### config.mk
export PLATFORM = sky130hd
export DESIGN_NAME = sa_drain
export DESIGN_NICKNAME = d
export VERILOG_FILES = /design/src/rtl/sa_drain.sv
export SDC_FILE = /design/constraint.sdc
export NUM_CORES = 1
export LEC_CHECK = 0
export BUFFER_PORTS_ARGS = -buffer_cell sky130_fd_sc_hd__buf_2
export CAP_MARGIN = 30
export CORE_MARGIN = 2
export CORE_UTILIZATION = 59
export DETAILED_ROUTE_END_ITERATION = 7
export HOLD_SLACK_MARGIN = 0.15
export PLACE_DENSITY = 0.9
export SYNTH_ARGS = -nofsm -noshare
export SYNTH_HDL_FRONTEND = slang
export SYNTH_SLANG_ARGS = --single-unit
### constraint.sdc
create_clock -name clk -period 2.86 [get_ports clk]
set_clock_uncertainty 0.05 [all_clocks]
set_input_delay 0.429 -clock clk [delete_from_list [all_inputs] [get_ports clk]]
set_output_delay 0.429 -clock clk [all_outputs]
set_load 0.05 [all_outputs]
### src/rtl/sa_drain.sv
// Systolic-array output collector: deskews N skewed column results into aligned rows,
// buffers them in a FIFO and presents them downstream; SA_DRAIN_VLD_CHK_EN enables valid checks.
module sa_drain #(
  parameter int unsigned N       = 4,
  parameter int unsigned O_WIDTH = 31,
  parameter int unsigned DEPTH   = 4
) (
  input  logic                       clk,
  input  logic                       rst_n,
  input  logic [N-1:0]               i_c_vld,
  input  logic [N*O_WIDTH-1:0]       i_c,
  output logic                       o_vld,
  input  logic                       i_rdy,
  output logic [N*O_WIDTH-1:0]       o_row,
  output logic [$clog2(DEPTH+1)-1:0] o_cnt,
  output logic                       o_ovf,
  output logic                       o_err,
  input  logic                       i_clr
);

  localparam int unsigned CW = $clog2(DEPTH + 1);
  localparam int unsigned PW = $clog2(DEPTH);

  logic [N*O_WIDTH-1:0] row_dat;
  logic                 row_vld;

  // Column j is delayed N-1-j cycles so every column of a row lines up with column N-1.
  for (genvar j = 0; j < N; j++) begin : g_col
    if (j == N - 1) begin : g_pass
      assign row_dat[j*O_WIDTH +: O_WIDTH] = i_c[j*O_WIDTH +: O_WIDTH];
    end else begin : g_dly
      localparam int L = N - 1 - j;
      logic [O_WIDTH-1:0] dat_q [L];

      always_ff @(posedge clk or negedge rst_n) begin
        if (!rst_n) begin
          for (int k = 0; k < L; k++) dat_q[k] <= '0;
        end else begin
          dat_q[0] <= i_c[j*O_WIDTH +: O_WIDTH];
          for (int k = 1; k < L; k++) dat_q[k] <= dat_q[k-1];
        end
      end

      assign row_dat[j*O_WIDTH +: O_WIDTH] = dat_q[L-1];
    end
  end

  // Column N-1 is unregistered, so its raw valid is already the aligned row valid.
  assign row_vld = i_c_vld[N-1];

  logic [N*O_WIDTH-1:0] mem_q [DEPTH];
  logic [PW-1:0]        wr_ptr_q, rd_ptr_q;
  logic [CW-1:0]        cnt_q;
  logic                 ovf_q;
  logic                 full, pop, push, drop;

  always_comb begin
    full = (cnt_q == CW'(DEPTH));
    pop  = (cnt_q != '0) & i_rdy;
    push = row_vld & (~full | pop);
    drop = row_vld & full & ~pop;
  end

  always_ff @(posedge clk or negedge rst_n) begin
    if (!rst_n) begin
      for (int unsigned i = 0; i < DEPTH; i++) mem_q[i] <= '0;
      wr_ptr_q <= '0;
      rd_ptr_q <= '0;
      cnt_q    <= '0;
      ovf_q    <= 1'b0;
    end else begin
      if (push) begin
        mem_q[wr_ptr_q] <= row_dat;
        wr_ptr_q        <= wr_ptr_q + 1'b1;
      end
      if (pop) begin
        rd_ptr_q <= rd_ptr_q + 1'b1;
      end
      cnt_q <= cnt_q + CW'(push) - CW'(pop);
      // A new drop in the same cycle as a clear keeps the flag set.
      ovf_q <= drop | (ovf_q & ~i_clr);
    end
  end

  assign o_vld = (cnt_q != '0);
  assign o_row = mem_q[rd_ptr_q];
  assign o_cnt = cnt_q;
  assign o_ovf = ovf_q;

`ifdef SA_DRAIN_VLD_CHK_EN
  logic [N-1:0] dsk_vld;
  logic         mismatch;
  logic         err_q;

  for (genvar j = 0; j < N; j++) begin : g_vld
    if (j == N - 1) begin : g_pass
      assign dsk_vld[j] = i_c_vld[j];
    end else begin : g_dly
      localparam int L = N - 1 - j;
      logic vld_q [L];

      always_ff @(posedge clk or negedge rst_n) begin
        if (!rst_n) begin
          for (int k = 0; k < L; k++) vld_q[k] <= 1'b0;
        end else begin
          vld_q[0] <= i_c_vld[j];
          for (int k = 1; k < L; k++) vld_q[k] <= vld_q[k-1];
        end
      end

      assign dsk_vld[j] = vld_q[L-1];
    end
  end

  assign mismatch = (dsk_vld != '0) & (dsk_vld != '1);

  always_ff @(posedge clk or negedge rst_n) begin
    if (!rst_n) begin
      err_q <= 1'b0;
    end else begin
      err_q <= mismatch | (err_q & ~i_clr);
    end
  end

  assign o_err = err_q;
`else
  // Only column N-1's valid matters when the consistency check is compiled out.
  logic unused_vld;
  assign unused_vld = ^i_c_vld[N-2:0];
  assign o_err      = 1'b0;
`endif

endmodule

; Word level (Yosys, flattened, before mapping)
; Index checks and enable logic that the tools add are counted.
[op_classes]
n_eq_ne = 1
n_reduce_logical = 2
mux = 6
n_bitwise = 12
n_addsub = 4
magnitude_cmp = 3
[ops]
columns = op, n
row1 = bitwise mux 496 bit, 1
row2 = 2-to-1 mux 124 bit, 3
row3 = binary-select mux 124 bit (select 2 bit), 1
row4 = demux 124 bit (select 2 bit), 1
row5 = greater-or-equal comparator 3 bit (second input constant), 2
row6 = inverter 2 -> 3 bit, 2
row7 = bitwise AND 1 bit, 5
row8 = adder 2 x 1 -> 2 bit (second input constant), 2
row9 = adder 3 x 1 -> 3 bit, 1
row10 = equality test 3 bit (second input constant), 1
row11 = < comparator 3 x 1 -> 1 bit (second input constant), 1
row12 = inverter 1 bit, 3
row13 = nonzero test 3 bit, 1
row14 = subtractor 3 x 1 -> 3 bit, 1
row15 = bitwise OR 1 bit, 2
row16 = logical AND 1 bit, 1
[totals]
reg_bits = 690
output_inout_bits = 130

; Longest topological paths before layout
; Gate-level depths: netlist of run 1.
[logic_depth]
ltp_word = 6
depth_mapped = 7

; Least setup slack after synthesis of run 1
; No wires, ideal clock.
[synth_timing]
path_kind = flip-flop to flip-flop
from = register cnt_q[1] (netlist: o_cnt[1])
to = register cnt_q[2] (netlist: o_cnt[2])
t_arrival_ps = 2210
period_less_slack_ps = 2383
t_required_ps = 2687
slack_ps = 477
setup_time_ps = 123
stages_incl_launch_ff = 8
cell_sequence = dfrtp_1 > nor4b_4 > nand2b_1 > ha_1 > inv_1 > ha_1 > fa_1 > xnor2_1
[synth_via]
elab_chain_len = 6
word_cells_on_any_way = 8
cone_classes = add/sub: 2 / eq/ne: 1 / bitwise: 4 / reduce/logical: 1
[synth_rtl]
columns = element, line_no
row1 = start: declaration, 53  ; logic [CW-1:0] cnt_q;
row2 = start signal: assignment, 79  ; cnt_q <= cnt_q + CW'(push) - CW'(pop);
row3 = nonzero test 3 bit / equality test 3 bit (equally long branches), "59, 58"
row4 = bitwise AND 1 bit / inverter 1 bit (equally long branches), "59, 60"
row5 = bitwise OR 1 bit, 60  ; push = row_vld & (~full | pop);
row6 = bitwise AND 1 bit, 60
row7 = adder 3 x 1 -> 3 bit, 79
row8 = subtractor 3 x 1 -> 3 bit (*), 79
; Mark *: on every way between the ends. The rest lies on a longest branch, timed or not.
; A chain may end at the register's enable or synchronous reset.

; Final worst setup path of run 1
[layout_timing]
from = register rd_ptr_q[0]
to = output o_row[24]
[layout_via]
elab_chain_len = 4
[layout_rtl]
columns = element, line_no
row1 = start: declaration, 52  ; logic [PW-1:0] wr_ptr_q, rd_ptr_q;
row2 = start signal: assignment, 77  ; rd_ptr_q <= rd_ptr_q + 1'b1;
row3 = inverter 2 -> 3 bit (not written as such), 86  ; assign o_row = mem_q[rd_ptr_q];
row4 = binary-select mux 124 bit (select 2 bit), 86
row5 = 2-to-1 mux 124 bit (not written as such) (2 in a row), 86
row6 = end: declaration, 14  ; output logic [N*O_WIDTH-1:0] o_row,
; No other way between the ends. The select of a mux whose other input is x is not followed.

==> flow_metrics.tcl, run 1 <==
set metrics [dict create \
    status "finished, final reports clean" \
    layout.nets 1988 \
    syn_to_final_growth_pct 22.4 \
    cts_root_buf "clkbuf_16" \
    avgSynthCellArea_um2 18.6 \
    slew_headroom_pct 62.3 \
    io_pins 262 \
    drt_pass1_iterations 5 \
    fillers 2355 \
    numCtsBuffers 70 \
    fmaxAchievable_ghz 0.361 \
    synthCells 1426 \
    most-common-layout-cells "dfrtp_1 (688), mux2_2 (497), buf_2 (256), dlygate4sd3_1 (127), mux4_2 (124)" \
    drive_gt1_share_pct 54.8 \
    synth_xor_area_share_pct 0.165 \
    finalSetupViolCount 0 \
    fin_tns_setup_ns 0 \
    critical_path_peak_fanout 26 \
    period_share_pct 96.8 \
    synthMuxAreaShare_pct 31.7 \
    via_per_inst 5.79 \
    synth.net_count 1565 \
    dp_cells 2241 \
    initial_core_util_pct 59.9 \
    place_congestion 0.744 \
    dpl_cell_area_um2 28700 \
    stdcell_area_um2 32400 \
    dieWidth_um 216 \
    crit_path_end_kind "output pin" \
    grt_pass1_wl_um 96500 \
    worstSkewPairLatency_ns 0.61 \
    min_period_ns 2.77 \
    drv_slew 0 \
    antenna_found_initial 4 \
    ys_seq_elements 690 \
    path_class "reg -> out" \
    r2r-start "o_cnt[1]" \
    required_ns 2.38 \
    cp-start-kind "flop" \
    synthAdderAreaFrac_pct 0.359 \
    rows 77 \
    ys_types 21 \
    finalHoldViolCount 0 \
    synth-simple-area-share_pct 0.317 \
    htree_levels 3 \
    cp-startpoint "rd_ptr_q[0]" \
    hp-start "i_c_vld[3]" \
    rsz0062_at_grt "false" \
    synth-compound-area-share_pct 0.0520 \
    grtUsageTotal_pct 27.0 \
    cp_cell_sequence "buf_12 > mux4_2 > buf_2" \
    ys_seq_area_share_pct 65.2 \
    design.core.area_um2 44200 \
    grt_pass1_vias 16653 \
    critPathArrivalTime_ns 2.29 \
    worstMarginPinSlew_ns 0.564 \
    drc 0 \
    antenna_left 0 \
    clk_pin_slew_ns 0.06 \
    cts.sinks 690 \
    clockBufferDepth 3 \
    grt-ovfl-total 0 \
    hold_path.class "in -> reg" \
    max-cap-violations 0 \
    synth_top_family_by_area "multiplexers" \
    design.die.area_um2 46600 \
    via_count 14453 \
    die_h_um 216 \
    final_cells 2498 \
    cp_slowest_stage_delay_ns 0.57 \
    fin_util_pct 73.2 \
    drt_iter0_drc 891 \
    dpl.hpwl_um 34000 \
    synth_area_um2 26500 \
    cts_tree "done" \
    final_common_cell "dfrtp_1" \
    grt_start_max_net_pins 98 \
    wl_per_cell_um 24.3 \
    critPathSlowestCell "dfrtp_4" \
    portBuffers 257 \
    wl_um 60600 \
    yosysWarnings 0 \
]
## registers in the layout (all words and copies together) (netlist names)
signal             cells
wr_ptr_q               2
o_cnt                  3
g_col.g_dly.dat_q    186
o_ovf                  1
rd_ptr_q               2
mem_q                496
## worst max-delay path, delay by kind of cell (launching register included)
family | cells | cell delay (ns)
buffers and inverters | 2 | 0.52
DFF | 1 | 0.57
muxes | 1 | 0.57
## cell usage after synthesis
library cell	number	area, µm²
buf_1	2	7.51
clkbuf_1	13	48.8
o31a_1	1	8.76
fa_1	1	20.0
buf_2	37	185
xor2_1	2	17.5
buf_4	5	37.5
mux2_2	497	5600
dfrtp_1	690	17300
or3_1	1	6.26
conb_1	1	3.75
inv_1	6	22.5
nand2_1	6	22.5
nand2b_1	1	6.26
xnor2_1	3	26.3
mux4_2	124	2790
o21ai_0	1	5.00
nor2_2	4	25.0
nor4b_4	1	23.8
ha_1	6	75.1
buf_6	24	270
## cell type report
cell class              count  area (µm²)  share of cell area (%)
inverters                   6        22.5                  0.0695
clock inverters            19         223                   0.688
repair buffers            432        3320                    10.2
multi-input cells         649        8650                    26.7
diodes                      2        5.00                  0.0155
flip-flops and latches    690       17300                    53.3
clock buffers             108        2160                    6.67
well taps                 592         741                    2.29
## path summary, 6_finish.rpt
path	slack, ns	depth (start not counted)	end
setup reg to reg	0.57	8	o_cnt[2]
max in group asynchronous	1.53	4	mem_q[449]
min in group asynchronous	0.29	2	mem_q[133]
hold / removal	0.22	3	wr_ptr_q[0]
hold reg to reg	0.29	0	g_col[0].g_dly.dat_q[0]
setup / recovery	0.09	3	o_row[24]
## cell families (layout without fill, tap and decap cells)
logic type      count (synthesis)  count (layout)
flops                         690             690
fa+ha+maj                       7               7
compound gates                  2               2
other cells                     1               3
buf+inv                        87             565
xor+xnor                        5               5
mux                           621             621
simple gates                   13              13
## what timing repair did
action / 4_1_cts / 5_1_grt
hold buffers: 127 / 0
gates resized for setup: 0 / 1
endpoints found under the hold margin: 314 / 0
setup buffers: 0 / 0
setup endpoints to repair: 0 / 16
## stage by stage
stage / hold slack (ns) / setup WS (ns)
2_1_floorplan: 0.0834 / 0.477
5_1_grt: 0.233 / 0.0201
3_5_place_dp: 0.285 / 0.551
4_1_cts: 0.192 / 0.0134
3_3_place_gp: 0.282 / 0.604
6_report: 0.223 / 0.0927
## layer usage
layer	track usage [%]	vias to the layer above	share of wire [%]
li1	-	6058	-
met5	0	-	0.038
met1	34.4	7843	39
met2	46.2	434	52
met4	9.13	4	2.5
met3	6.12	114	5.8
Power of run 1 is left out: the tool's default activity adds up to more than one toggle a clock period on the data nets, which glitch-free logic cannot reach.
==> run 2, diff against run 1 <==
--- a/config.mk
+++ b/config.mk
@@ -8,10 +8,10 @@
 export BUFFER_PORTS_ARGS = -buffer_cell sky130_fd_sc_hd__buf_2
 export CAP_MARGIN = 30
 export CORE_MARGIN = 2
-export CORE_UTILIZATION = 59
+export CORE_UTILIZATION = 53
 export DETAILED_ROUTE_END_ITERATION = 7
 export HOLD_SLACK_MARGIN = 0.15
-export PLACE_DENSITY = 0.9
+export PLACE_DENSITY = 0.86
 export SYNTH_ARGS = -nofsm -noshare
 export SYNTH_HDL_FRONTEND = slang
 export SYNTH_SLANG_ARGS = --single-unit
==> constraint.sdc (replaced) <==
create_clock -name clk -period 2.5 [get_ports clk]
set_clock_uncertainty 0.05 [all_clocks]
set_input_delay 0.375 -clock clk [delete_from_list [all_inputs] [get_ports clk]]
set_output_delay 0.375 -clock clk [all_outputs]
set_load 0.05 [all_outputs]
==> run 2 against run 1 <==
Against the previous run:
- the run now ends with negative setup slack left
- clock-buffer cell count fell by 7
- routed wire length rose by 4.5%
- worst hold slack improved by 0.022 ns
- via count rose by 0.53%
- critical endpoint is now o_row[34]
- highest routed layer unchanged
==> flow_metrics.tcl, run 2 (synthesis gave the netlist of run 1 again) <==
set metrics [dict create \
    status "finished with violations" \
    violations "negative setup slack" \
    grt-ovfl-total 0 \
    io_pins 262 \
    layout.nets 2032 \
    cp_cell_sequence "buf_12 > buf_16 > mux4_2 > buf_6" \
    largest_reg_flops 496 \
    design.core.area_um2 49200 \
    fin_ws_ns -0.0915 \
    initial_core_util_pct 53.8 \
    grt_pass1_vias 16886 \
    hold_path.class "in -> async" \
    regMostFlops "mem_q" \
    min_period_ns 2.59 \
    htree_levels 3 \
    cts.sinks 690 \
    multiInputGateArea_um2 8650 \
    rsz0062_at_grt "true" \
    slew_headroom_pct 65.1 \
    via_count 14529 \
    clk_pin_slew_ns 0.06 \
    dpl.hpwl_um 34800 \
    portBuffers 257 \
    cts_root_buf "clkbuf_16" \
    clockBufferDepth 3 \
    regArea_um2 17300 \
    rr_worst_depth 5 \
    design.die.area_um2 51700 \
    fillers 2891 \
    place_congestion 0.744 \
    critical_path_peak_fanout 8 \
    most-common-layout-cells "dfrtp_1 (688), mux2_2 (497), buf_2 (132), dlygate4sd3_1 (129), mux4_2 (124)" \
    die_h_um 227 \
    crit_path_end_kind "output pin" \
    antenna_left 0 \
    rows 81 \
    grt_pass1_wl_um 97500 \
    final_cells 2605 \
    whs_ns 0.245 \
    grt_start_max_net_pins 97 \
    r2r-start "o_cnt[0]" \
    numCtsBuffers 70 \
    via_per_inst 5.58 \
    drt_pass1_iterations 5 \
    met2_usage_pct 42.4 \
    antenna_found_initial 3 \
    drv_slew 0 \
    required_ns 2.08 \
    worstReg2RegEnd "mem_q[64]" \
    place_ws_ns 0.265 \
    grtUsageTotal_pct 25.0 \
    critPathSlowestCell "mux4_2" \
    worstSkewPairLatency_ns 0.58 \
    cp_slowest_stage_delay_ns 0.57 \
    max-cap-violations 0 \
    critPathTopFamily "multiplexers" \
    period_share_pct 104 \
    grt_busiest_layer "met2" \
    cp-start-kind "flop" \
    cp.depth 4 \
    fin_util_pct 68.6 \
    finalHoldViolCount 0 \
    fmaxAchievable_ghz 0.386 \
    r2r_slack_ns 0.36 \
    dieWidth_um 227 \
    cp-startpoint "rd_ptr_q[0]" \
    worstMarginPinSlew_ns 0.524 \
    drt_iter0_drc 768 \
    final_common_cell "dfrtp_1" \
    grt_util_met3_pct 7.09 \
    grt_use_met1_pct 30.5 \
    drive_gt1_share_pct 55.7 \
    syn_to_final_growth_pct 27.4 \
    dp_cells 2340 \
    worst-path-buf-inv 3 \
    critPathArrivalTime_ns 2.17 \
    drc 0 \
    finalSetupViolCount 113 \
    cts_tree "done" \
    endpoint "o_row[34]" \
    wl_um 63400 \
    path_class "reg -> out" \
    wl_per_cell_um 24.3 \
]
## run 2: cell types whose count changed in the layout (fill, tap and decap cells not counted), moves of 2 or more
cell,change
buf_16,+7
buf_2,-124
buf_12,-2
clkbuf_16,+2
clkinv_2,-4
buf_6,+123
buf_4,+31
clkbuf_1,-3
inv_6,+2
dlygate4sd3_1,+2
## run 2: stage by stage
step | setup TNS [ns] | cell area, µm²
final | -3.69 | 33700
after global routing | -12.34 | 33700
after CTS | -9.59 | 33400
after floorplan | 0 | 26500
after global placement | 0 | 29000
after detailed placement | 0 | 29000
## run 2: how the worst min path moves through the flow
stage,start,to,slack [ns],cells past startpoint
after floorplan,rst_n,g_col[0].g_dly.dat_q[0],0.03,0
after global placement,rst_n,g_col[0].g_dly.dat_q[62],0.27,1
after detailed placement,rst_n,mem_q[244],0.27,1
after CTS,rst_n,mem_q[492],0.22,2
after global routing,rst_n,mem_q[120],0.23,2
final,rst_n,mem_q[120],0.25,2
## run 2: cell type report
class / instances / share of cell area, %
timing repair buffer: 476 / 13.8
antenna: 2 / 0.0148
multi-input combinational: 649 / 25.6
tap: 664 / 2.46
clock inverter: 17 / 0.720
sequential: 690 / 51.2
inverter: 6 / 0.0668
clock buffer: 101 / 6.07
## run 2: routing by layer
metal / vias to the layer above / share of wire, % / wire [µm]
met4: 2 / 3.7 / 2320
met5: - / 0.021 / 13
li1: 6148 / - / -
met3: 165 / 6.1 / 3890
met2: 448 / 51 / 32600
met1: 7766 / 39 / 24600
## run 2: timing repair
action	4_1_cts	5_1_grt
gates cloned	2	7
resized for setup	220	40
hold buffers	129	0
setup buffers	3	4
hold endpoints to repair	608	0
endpoints found under the setup margin	124	124
pin swaps	0	0
Power of run 2 is left out for the same reason.
